### config.mk
export PLATFORM = sky130hd
export DESIGN_NAME = spi_tx_serializer
export DESIGN_NICKNAME = d
export VERILOG_FILES = /design/src/rtl/spi_tx_pkg.sv /design/src/rtl/word_fifo.sv /design/src/rtl/spi_tx_serializer.sv
export SDC_FILE = /design/constraint.sdc
export NUM_CORES = 1
export LEC_CHECK = 0
export BUFFER_PORTS_ARGS = -buffer_cell sky130_fd_sc_hd__buf_2
export CAP_MARGIN = 25
export CORE_UTILIZATION = 59
export CTS_BUF_LIST = sky130_fd_sc_hd__clkbuf_2
export DETAILED_ROUTE_END_ITERATION = 10
export MAX_ROUTING_LAYER = met4
export PLACE_DENSITY = 0.76
export SETUP_SLACK_MARGIN = 0.15
export SLEW_MARGIN = 30
export SYNTH_ARGS = -nofsm -noshare
export SYNTH_HDL_FRONTEND = slang
export SYNTH_SLANG_ARGS = --single-unit
### constraint.sdc
create_clock -name SYS_CLK -period 4.6 [get_ports SYS_CLK]
set_input_delay 1.38 -clock SYS_CLK [delete_from_list [all_inputs] [get_ports SYS_CLK]]
set_output_delay 1.38 -clock SYS_CLK [all_outputs]
set_load 0.005 [all_outputs]
### src/rtl/spi_tx_pkg.sv
// rtl/spi_tx_pkg.sv - shared types, field positions and defaults for the SPI TX serializer
// Contents:
//   state_t             serializer FSM states
//   LEN_LSB / LEN_MSB   header byte-count field position
//   *_DEFAULT           parameter defaults for spi_tx_serializer
//   word_bits()         bits to shift for the next payload word
package spi_tx_pkg;

  typedef enum logic [2:0] {
    IDLE,
    HEADER,
    LOAD,
    SHIFT,
    STOP,
    GAP
  } state_t;

  localparam int WORD_W             = 16;
  localparam int LEN_LSB            = 0;
  localparam int LEN_MSB            = 7;
  localparam int CLK_DIV_DEFAULT    = 4;
  localparam int FIFO_DEPTH_DEFAULT = 16;
  localparam int GAP_BITS           = 2;
  localparam int GAP_TICKS          = 2 * GAP_BITS;

  // A word carries two bytes unless only one byte of the message is left,
  // in which case its low byte is discarded.
  function automatic logic [4:0] word_bits(input logic [7:0] remaining);
    return (remaining >= 8'd2) ? 5'd16 : 5'd8;
  endfunction

endpackage

### src/rtl/word_fifo.sv
// rtl/word_fifo.sv - synchronous show-ahead word buffer with occupancy count
// Ports:
//   clk      in   clock, rising edge
//   resetn   in   synchronous active-low reset, flushes the buffer
//   wr_en    in   write strobe; ignored while full
//   wr_data  in   word to write
//   rd_en    in   pop strobe; ignored while empty
//   rd_data  out  oldest word, valid whenever empty is low
//   count    out  words currently held
//   full     out  count == DEPTH
//   empty    out  count == 0
module word_fifo
  import spi_tx_pkg::*;
#(
  parameter int DEPTH = FIFO_DEPTH_DEFAULT,
  parameter int WIDTH = WORD_W,
  localparam int AW = $clog2(DEPTH),
  localparam int CW = AW + 1
) (
  input  logic             clk,
  input  logic             resetn,
  input  logic             wr_en,
  input  logic [WIDTH-1:0] wr_data,
  input  logic             rd_en,
  output logic [WIDTH-1:0] rd_data,
  output logic [CW-1:0]    count,
  output logic             full,
  output logic             empty
);

  logic [WIDTH-1:0] mem [DEPTH];
  logic [AW-1:0]    wr_ptr;
  logic [AW-1:0]    rd_ptr;
  logic             do_wr;
  logic             do_rd;

  assign full    = (count == CW'(DEPTH));
  assign empty   = (count == '0);
  assign do_wr   = wr_en && !full;
  assign do_rd   = rd_en && !empty;
  assign rd_data = mem[rd_ptr];

  always_ff @(posedge clk) begin
    if (do_wr) mem[wr_ptr] <= wr_data;
  end

  always_ff @(posedge clk) begin
    if (!resetn) begin
      wr_ptr <= '0;
      rd_ptr <= '0;
      count  <= '0;
    end else begin
      if (do_wr) wr_ptr <= wr_ptr + AW'(1);
      if (do_rd) rd_ptr <= rd_ptr + AW'(1);
      case ({do_wr, do_rd})
        2'b10:   count <= count + CW'(1);
        2'b01:   count <= count - CW'(1);
        default: count <= count;
      endcase
    end
  end

endmodule

### src/rtl/spi_tx_serializer.sv
// rtl/spi_tx_serializer.sv - buffers header/payload words and shifts them out as a clocked serial line
// Ports:
//   SYS_CLK   in   single clock, rising edge
//   RST       in   synchronous active-low reset
//   DATA      in   16-bit big-endian word from the slave-FIFO reader
//   ENA       in   DATA valid, one word per high cycle
//   BUSY      out  buffer almost full (registered), upstream should pause
//   OVERFLOW  out  sticky: a word arrived while the buffer was full
//   TX_CLK    out  line clock, idle low, low then high within each bit
//   TX_DATA   out  serial data, MSB first, changes only with TX_CLK low
//   TX_LOAD   out  high for every bit of every byte
//   TX_STOP   out  one bit period after the last byte of a message
module spi_tx_serializer
  import spi_tx_pkg::*;
#(
  parameter int CLK_DIV    = CLK_DIV_DEFAULT,
  parameter int FIFO_DEPTH = FIFO_DEPTH_DEFAULT
) (
  input  logic        SYS_CLK,
  input  logic        RST,
  input  logic [15:0] DATA,
  input  logic        ENA,
  output logic        BUSY,
  output logic        OVERFLOW,
  output logic        TX_CLK,
  output logic        TX_DATA,
  output logic        TX_LOAD,
  output logic        TX_STOP
);

  localparam int CW = $clog2(FIFO_DEPTH) + 1;

  logic [15:0]   rd_data;
  logic [CW-1:0] count;
  logic [CW-1:0] count_next;
  logic          full;
  logic          empty;
  logic          push;
  logic          pop;

  state_t        state;
  logic [7:0]    div_cnt;
  logic          phase;      // 0: low half of a bit, 1: high half
  logic [4:0]    bits_left;  // bits of the current word still to finish
  logic [7:0]    remaining;  // payload bytes not yet fetched from the buffer
  logic [14:0]   sreg;       // bits queued behind TX_DATA
  logic [2:0]    gap_ticks;
  logic          running;
  logic          tick;
  logic          word_end;

  word_fifo #(
    .DEPTH (FIFO_DEPTH),
    .WIDTH (WORD_W)
  ) u_fifo (
    .clk     (SYS_CLK),
    .resetn  (RST),
    .wr_en   (push),
    .wr_data (DATA),
    .rd_en   (pop),
    .rd_data (rd_data),
    .count   (count),
    .full    (full),
    .empty   (empty)
  );

  always_comb begin
    running  = (state == SHIFT) || (state == STOP) || (state == GAP);
    tick     = running && (div_cnt == 8'(CLK_DIV - 1));
    word_end = (state == SHIFT) && tick && phase && (bits_left == 5'd1);
    push     = ENA && !full;
    // Pop the header in IDLE; pop payload from LOAD, or directly at a word
    // boundary so consecutive words go out with no break in TX_LOAD.
    pop      = !empty && ((state == IDLE) || (state == LOAD) ||
                          (word_end && (remaining != 8'd0)));
    count_next = count + {{(CW-1){1'b0}}, push} - {{(CW-1){1'b0}}, pop};
  end

  always_ff @(posedge SYS_CLK) begin
    if (!RST) begin
      state     <= IDLE;
      div_cnt   <= '0;
      phase     <= 1'b0;
      bits_left <= '0;
      remaining <= '0;
      sreg      <= '0;
      gap_ticks <= '0;
      BUSY      <= 1'b0;
      OVERFLOW  <= 1'b0;
      TX_CLK    <= 1'b0;
      TX_DATA   <= 1'b0;
      TX_LOAD   <= 1'b0;
      TX_STOP   <= 1'b0;
    end else begin
      BUSY <= (count_next >= CW'(FIFO_DEPTH - 2));
      if (ENA && full) OVERFLOW <= 1'b1;

      // The divider is held (not cleared) in LOAD so a stall never shortens
      // or stretches a half-period; it always sits at zero on a word boundary.
      if (running) div_cnt <= tick ? 8'd0 : div_cnt + 8'd1;
      else if (state != LOAD) div_cnt <= 8'd0;

      case (state)
        IDLE: begin
          phase <= 1'b0;
          if (pop) begin
            remaining <= rd_data[LEN_MSB:LEN_LSB];
            state     <= HEADER;
          end
        end
        HEADER: state <= (remaining == 8'd0) ? IDLE : LOAD;
        LOAD: begin
        end
        SHIFT: begin
          if (tick) begin
            if (!phase) begin
              TX_CLK <= 1'b1;
              phase  <= 1'b1;
            end else begin
              TX_CLK <= 1'b0;
              phase  <= 1'b0;
              if (bits_left != 5'd1) begin
                bits_left <= bits_left - 5'd1;
                sreg      <= {sreg[13:0], 1'b0};
                TX_DATA   <= sreg[14];
              end else if (remaining == 8'd0) begin
                state   <= STOP;
                TX_LOAD <= 1'b0;
                TX_DATA <= 1'b0;
                TX_STOP <= 1'b1;
              end else if (empty) begin
                state   <= LOAD;
                TX_LOAD <= 1'b0;
                TX_DATA <= 1'b0;
              end
            end
          end
        end
        STOP: begin
          if (tick) begin
            if (!phase) begin
              TX_CLK <= 1'b1;
              phase  <= 1'b1;
            end else begin
              TX_CLK    <= 1'b0;
              phase     <= 1'b0;
              TX_STOP   <= 1'b0;
              gap_ticks <= '0;
              state     <= GAP;
            end
          end
        end
        GAP: begin
          if (tick) begin
            if (gap_ticks == 3'(GAP_TICKS - 1)) begin
              gap_ticks <= '0;
              state     <= IDLE;
            end else begin
              gap_ticks <= gap_ticks + 3'd1;
            end
          end
        end
        default: state <= IDLE;
      endcase

      // Payload word fetch: first bit is presented with TX_CLK low.
      if (pop && (state != IDLE)) begin
        sreg      <= rd_data[14:0];
        TX_DATA   <= rd_data[15];
        TX_LOAD   <= 1'b1;
        TX_CLK    <= 1'b0;
        phase     <= 1'b0;
        bits_left <= word_bits(remaining);
        remaining <= (remaining >= 8'd2) ? remaining - 8'd2 : remaining - 8'd1;
        state     <= SHIFT;
      end
    end
  end

endmodule

# After elaboration in Yosys (flattened, before gate mapping)
# Memory sizes are Yosys's and may differ from the RTL's. A register that Yosys moved wholly into a read port is not among the register bits.
# Index checks and enable logic that the tools add are counted.
[word_totals]
register_bits = 62
ram_bits = 256
input_bits = 19
output_inout_bits = 6
memories = 1
[op_classes]
add_sub_neg = 11
n_lt_le_gt_ge = 2
eq_ne = 35
mux = 63
bitwise = 2
n_reduce_logical = 47
[mem_list]
columns = ["name", "depth", "width", "rd", "rd_ports_with_merged_regs", "write_ports", "line_no", "rtl"]
rows = [
  ["u_fifo.mem", 16, 16, 1, 1, 1, "word_fifo.sv:31", "logic [WIDTH-1:0] mem [DEPTH];"],
]
[ops]
columns = ["op", "n"]
rows = [
  ["$mux 15", 5],
  ["$mux 8", 7],
  ["$mux 3", 14],
  ["$mux 5", 6],
  ["$ne 3x2->1 const B", 8],
  ["$mux 1", 22],
  ["$reduce_bool 2->1", 11],
  ["$reduce_and 10->1", 2],
  ["$pmux 3 s6", 1],
  ["$ne 2x2->1 const B", 7],
  ["$reduce_and 4->1", 3],
  ["$logic_and 1x1->1", 11],
  ["$ne 2x1->1 const B", 5],
  ["$pmux 5 s2", 1],
  ["$sub 5x1->5 const B", 2],
  ["$eq 3x2->1 const B", 3],
  ["$add 4x1->4 const B", 2],
  ["$add 8x1->8 const B", 1],
  ["$eq 8x2->1 const B", 1],
  ["$ge 8x2->1 const B", 1],
  ["$logic_not 8->1", 1],
  ["$mux 4", 2],
  ["$reduce_bool 8->1", 1],
  ["$sub 8x1->8 const B", 1],
  ["other kinds (29)", 42],
]

# Logic depth before layout (Yosys ltp)
[logic_depth]
depth_word = 13
ltp_mapped = 16
depth_no_buf = 15

# By module
# From an unflattened synthesis, not the netlist that was laid out.
[hier_totals]
hier_cells = 804
area_unflattened_um2 = 13400.4
[modules_own_cells]
columns = ["module", "instances", "cells_each", "area_per_inst_um2", "seq_area_each_um2"]
rows = [
  ["word_fifo", 1, 475, 10591.4, 8027.7],
  ["spi_tx_serializer", 1, 329, 2808.9, 980.9],
]

# Least setup slack after synthesis
# No wires, ideal clock.
[synth_path]
path_type = "input to register"
start = "input port ENA"
end = "memory u_fifo.mem[3][0] (netlist bit), enable pin"
arrival_ns = 3.079
setup_slack_ns = 1.111
path_stages = 4
n_path_buf = 1
path_cell_list = "nor2b_1 clkbuf_1 nand2_1 nor3_1"
[synth_between]
elab_chain_len = 4
[synth_lines]
columns = ["element", "line_no", "rtl"]
rows = [
  ["start, declared", "spi_tx_serializer.sv:22", "input logic ENA,"],
  ["$logic_and 1x1->1", "spi_tx_serializer.sv:71", "push = ENA && !full;"],
  ["$logic_and 1x1->1", "word_fifo.sv:39", "assign do_wr = wr_en && !full;"],
  ["$mux 1", "word_fifo.sv:44", "if (do_wr) mem[wr_ptr] <= wr_data;"],
  ["$mux 1 (not written as such)", "word_fifo.sv:44", ""],
  ["end, declared", "word_fifo.sv:31", ""],
]
# Every way passes these cells.

# Final worst setup path
[layout_path]
start = "register bits_left[1]"
end = "register u_fifo.count[4]"
[layout_between]
elab_chain_len = 8
elab_cells_between_ends = 10
classes_between = "eq/ne (3); mux (1); reduce/logical (6)"
[layout_lines]
columns = ["element", "line_no", "rtl"]
rows = [
  ["start, declared", "spi_tx_serializer.sv:44", "logic [4:0] bits_left;"],
  ["start signal, assigned", "spi_tx_serializer.sv:123", "bits_left <= bits_left - 5'd1;"],
  ["start signal, assigned", "spi_tx_serializer.sv:173", "bits_left <= word_bits(remaining);"],
  ["$eq 5x1->1 *", "spi_tx_serializer.sv:70", "word_end = (state == SHIFT) && tick && phase && (bits_left == 5'd1);"],
  ["$logic_and 1x1->1 *", "spi_tx_serializer.sv:70", ""],
  ["$logic_and 1x1->1 *", "spi_tx_serializer.sv:75", "(word_end && (remaining != 8'd0)));"],
  ["$logic_or 1x1->1 *", "spi_tx_serializer.sv:74", "pop = !empty && ((state == IDLE) || (state == LOAD) ||"],
  ["$logic_and 1x1->1 *", "spi_tx_serializer.sv:74", ""],
  ["$logic_and 1x1->1 *", "word_fifo.sv:40", "assign do_rd = rd_en && !empty;"],
  ["$eq 2x1->1 or $eq 2x2->1 (tied branches)", "word_fifo.sv:55", "case ({do_wr, do_rd})"],
  ["$pmux 5 s2 or $reduce_bool 2->1 (tied branches)", "--", ""],
  ["end signal, assigned", "word_fifo.sv:56", "2'b10: count <= count + CW'(1);"],
  ["end signal, assigned", "word_fifo.sv:57", "2'b01: count <= count - CW'(1);"],
  ["end signal, assigned", "word_fifo.sv:58", "default: count <= count;"],
  ["end, declared", "word_fifo.sv:26", "output logic [CW-1:0] count,"],
]
# Mark *: on every way between the ends. The rest lies on a longest branch, timed or not.
# A chain may end at the register's enable or synchronous reset.

==> flow_results.org <==
** Outcome
- Status :: complete, no violations

** Yosys
- When the netlist entered floorplanning its net count stood at 863.
- Share of async-settable or async-resettable flops after synthesis :: 0%
- Post-synth cell types :: 70
- By area the synthesized netlist is led by sky130_fd_sc_hd__edfxtp_1, sky130_fd_sc_hd__mux4_2, sky130_fd_sc_hd__dfxtp_1.
- Portion of the post-synthesis area used by sequential elements :: 66.9%
- Post-synth EDFFs :: 256
- The largest total area in the synthesized netlist belongs to sky130_fd_sc_hd__edfxtp_1.
- Summed over its instances, the top area cell type makes up 57.1% of the synthesized netlist area.
- After technology mapping, the gate count stands at 819.
- Synth Flop Type :: sky130_fd_sc_hd__edfxtp_1
- Count of synthesis-stage warnings from yosys :: 0
- Post-synthesis sequential element count :: 322
- Summing every instance area after synthesis gives 13500 sq um.
- Synthesized area per cell :: 16.4 sq um

** Route
- Before antenna repair, the detailed router went through 7 iterations.
- Count of routing violations after the opening detailed-route iteration :: 680
- Routed WL :: 28.2 mm
- In this run the remaining antenna-violating nets after routing total 0.
- Routed length per placed instance :: 22.5 um
- Routed via count divided by cell count :: 6.10
- Via count of the routed design :: 7660
- In the routed design, unresolved DRC markers number 0.

** Clocking
- TritonCTS created 79 clock buffers.
- At the later pin of the worst-skew pair, clock insertion delay measures 0.89 ns.
- TritonCTS clock tree :: built
- After clock tree synthesis, the setup repair step added 0 buffers.
- Max H-tree Level :: 3
- The clock passes through at most 3 buffers.
- Clock slew seen by the registers of the worst setup and hold paths :: 0.11 ns
- Hold Buf Count CTS :: 0
- The tree is rooted in a sky130_fd_sc_hd__clkbuf_2.
- PostCTS Resize Cnt :: 0
- Number of sinks handled by clock tree synthesis :: 322

** Final layout
- Leaving out fill and tap cells, the most frequent cell in the layout is sky130_fd_sc_hd__edfxtp_1.
- Most used cells in the layout excluding fill and tap cells :: sky130_fd_sc_hd__edfxtp_1, sky130_fd_sc_hd__clkbuf_2, sky130_fd_sc_hd__mux4_2
- From synthesis to final layout, the design area changed by 8.75%.
- Number of nets in the final layout :: 954
- Fillcell total :: 1518
- Layout cells sized above 1 :: 27.8%

** Worst setup path
- Setup slack on the worst flop-to-flop path :: 0.78 ns
- Worst path required time :: 5.38 ns
- CP Class :: reg2reg
- CP Max Fanout :: 13
- Worst R2R End :: u_fifo.count[4]
- STA classifies the critical path endpoint as a flip-flop.
- Crit path arrival time :: 4.60 ns
- The worst register-to-register path has a depth of 14.
- Critical register-to-register path startpoint :: bits_left[1]
- Crit path launch type :: flip-flop

** Timing
- At the pin with the least slew margin, the transition time is 0.894 ns.
- Headroom to the max-slew limit came out at 40.4%.
- The number of hold violations in the final report is 0.
- Setup repair after global routing missed its margin :: no
- Setup slack on the critical path of the routed design comes to 0.781 ns.
- Total setup violations reported at the end of the flow :: 0
- Highest clock rate :: 262 MHz
- Hold Slack :: 0.435 ns
- Adding up every negative setup slack in the final design gives 0 ns.
- Time the final worst path needs with I/O delays and setup :: 3.82 ns
- The number of slew-limit violations in the final report was 0.
- Share of the cycle needed by the critical path after routing :: 83.0%
- Between clock sinks in the finished design, the worst skew comes to 0.0947 ns.

** Floorplan
- Total I/O pin count :: 25
- Die area :: 23400 sq um
- Initial core utilization :: 60.9%
- The die is 153 um tall.
- From left edge to right edge, the die measures 153 um.
- After floorplanning, the core was sized to cover 22100 sq um.
- In this run the core area contains 54 standard-cell rows.

** Min path
- In this run the worst hold path is classified as reg2reg.
- The path with the worst hold slack has its endpoint at sreg[10].
- Worst hold stages :: 2
- Launch point of the worst hold path :: sreg[9]

** Global routing
- Total global-route track usage :: 25.8%
- Global routing finished with a remaining overflow of 0.
- Maximum number of pins on one net before global-route repair :: 45
- Via count of the first global-routing pass :: 8069
- Initial antenna violation count :: 2
- The first global-routing pass estimated 43.5 mm of wire.

** Job
- Number of maximum-capacitance violations :: 0

** Place
- Gpl congestion :: 0.877
- After legalization and detailed placement, the total HPWL measured 16.7 mm.
- Prior to clock tree synthesis, the placed netlist has a worst setup slack of 0.844 ns.
- Input and output buffers added on the ports amount to 24.

** Power
- Max rail drop VDD :: 0.000294 V
- Summed over all cells, the static leakage comes to 4.95 nW.
- Pwr/cell area :: 489 nW/um^2
-- critical path: stages (launching register included) --
cell                      delay, ns
sky130_fd_sc_hd__dfxtp_1       0.33
sky130_fd_sc_hd__inv_1         0.08
sky130_fd_sc_hd__ha_1          0.18
sky130_fd_sc_hd__nor4b_2       0.49
sky130_fd_sc_hd__nand4_1       0.21
sky130_fd_sc_hd__o21a_1        0.24
sky130_fd_sc_hd__inv_1         0.34
sky130_fd_sc_hd__ha_1          0.31
sky130_fd_sc_hd__inv_1         0.09
sky130_fd_sc_hd__fa_1          0.38
sky130_fd_sc_hd__nor2b_1       0.18
sky130_fd_sc_hd__o21ai_0       0.15
sky130_fd_sc_hd__and3_1        0.22
sky130_fd_sc_hd__or4_1         0.40
sky130_fd_sc_hd__a21oi_1       0.15
-- through the flow --
step                      instance area [sq um]  util, %  total power [mW]  std cells
after floorplan                           13500        -              4.92        819
after global placement                    13900     62.9              5.28       1109
after detailed placement                  13900     62.9              5.34       1109
after CTS                                 14600     66.2              7.21       1252
after global routing                      14600     66.2              7.54       1254
final                                     14600     66.2              7.16       1255
-- sequential cells by signal (all words and copies together) (netlist names), 4 cells and up, named ones only --
name           cells
u_fifo.mem       256
sreg              15
div_cnt            8
remaining          8
bits_left          5
u_fifo.count       5
u_fifo.rd_ptr      4
u_fifo.wr_ptr      4
-- cell families (layout without fill, tap and decap cells) --
family          Yosys count  count (layout)  synth area share (%)
mux                      92              92                  14.2
other cells               0               3                     0
compound gates           95              95                  4.84
flops                   322             322                  66.9
simple gates            204             204                  7.76
buf+inv                  61             214                  2.48
fa+ha+maj                25              25                  2.44
xor+xnor                 20              20                  1.30
-- worst max path at each step --
| stage | startpoint | endpoint | slack (ns) | depth (start not counted) |
|---|---|---|---|---|
| 6_report | bits_left[1] | u_fifo.count[4] | 0.78 | 14 |
| 5_1_grt | bits_left[1] | u_fifo.count[4] | 0.54 | 14 |
| 4_1_cts | bits_left[1] | u_fifo.count[4] | 0.84 | 14 |
| 3_5_place_dp | bits_left[1] | u_fifo.count[4] | 0.84 | 14 |
| 3_3_place_gp | ENA | u_fifo.count[4] | 0.99 | 12 |
| 2_1_floorplan | ENA | u_fifo.mem[3][0] | 1.11 | 4 |
-- cell type report --
type                            count  area [sq um]  area share [%]
Multi-Input combinational cell    436          4140            28.3
Clock inverter                     21           120           0.821
Antenna cell                        3          7.51          0.0513
Inverter                           22          82.6           0.564
Sequential cell                   322          9010            61.6
Clock buffer                      122           611            4.17
Tap cell                          280           350            2.39
Timing Repair Buffer               49           308            2.10
-- cell usage after synthesis, drive strengths merged (4+ instances only) --
master,n
nand2,53
xor2,10
clkbuf,10
a311oi,13
ha,23
inv,21
or4,4
dfxtp,66
buf,29
nor3,14
nand4,11
nor2b,7
and3,5
xnor2,10
o21ai,14
nand3,12
a211oi,4
or3,6
nand2b,6
a21oi,29
o211ai,4
edfxtp,256
a31oi,4
nor2,65
mux2i,14
mux4,76
-- power breakdown --
group	total [mW]	internal, mW	switching [mW]	leakage (nW)
sequential	3.54	3.30	0.240	2.85
combinational	1.75	0.849	0.899	1.53
clock	1.87	0.764	1.11	0.568
total	7.16	4.91	2.25	4.95
-- routing by layer --
layer / routed length, um / vias to the layer above / global-route usage, %
met5: 0 / - / -
met4: 756 / 0 / 10.3
met3: 1880 / 69 / 5.10
met2: 14500 / 312 / 42.9
met1: 11000 / 3821 / 31.3
li1: - / 3458 / -
No activity file was read; power rests on OpenSTA's default activity.
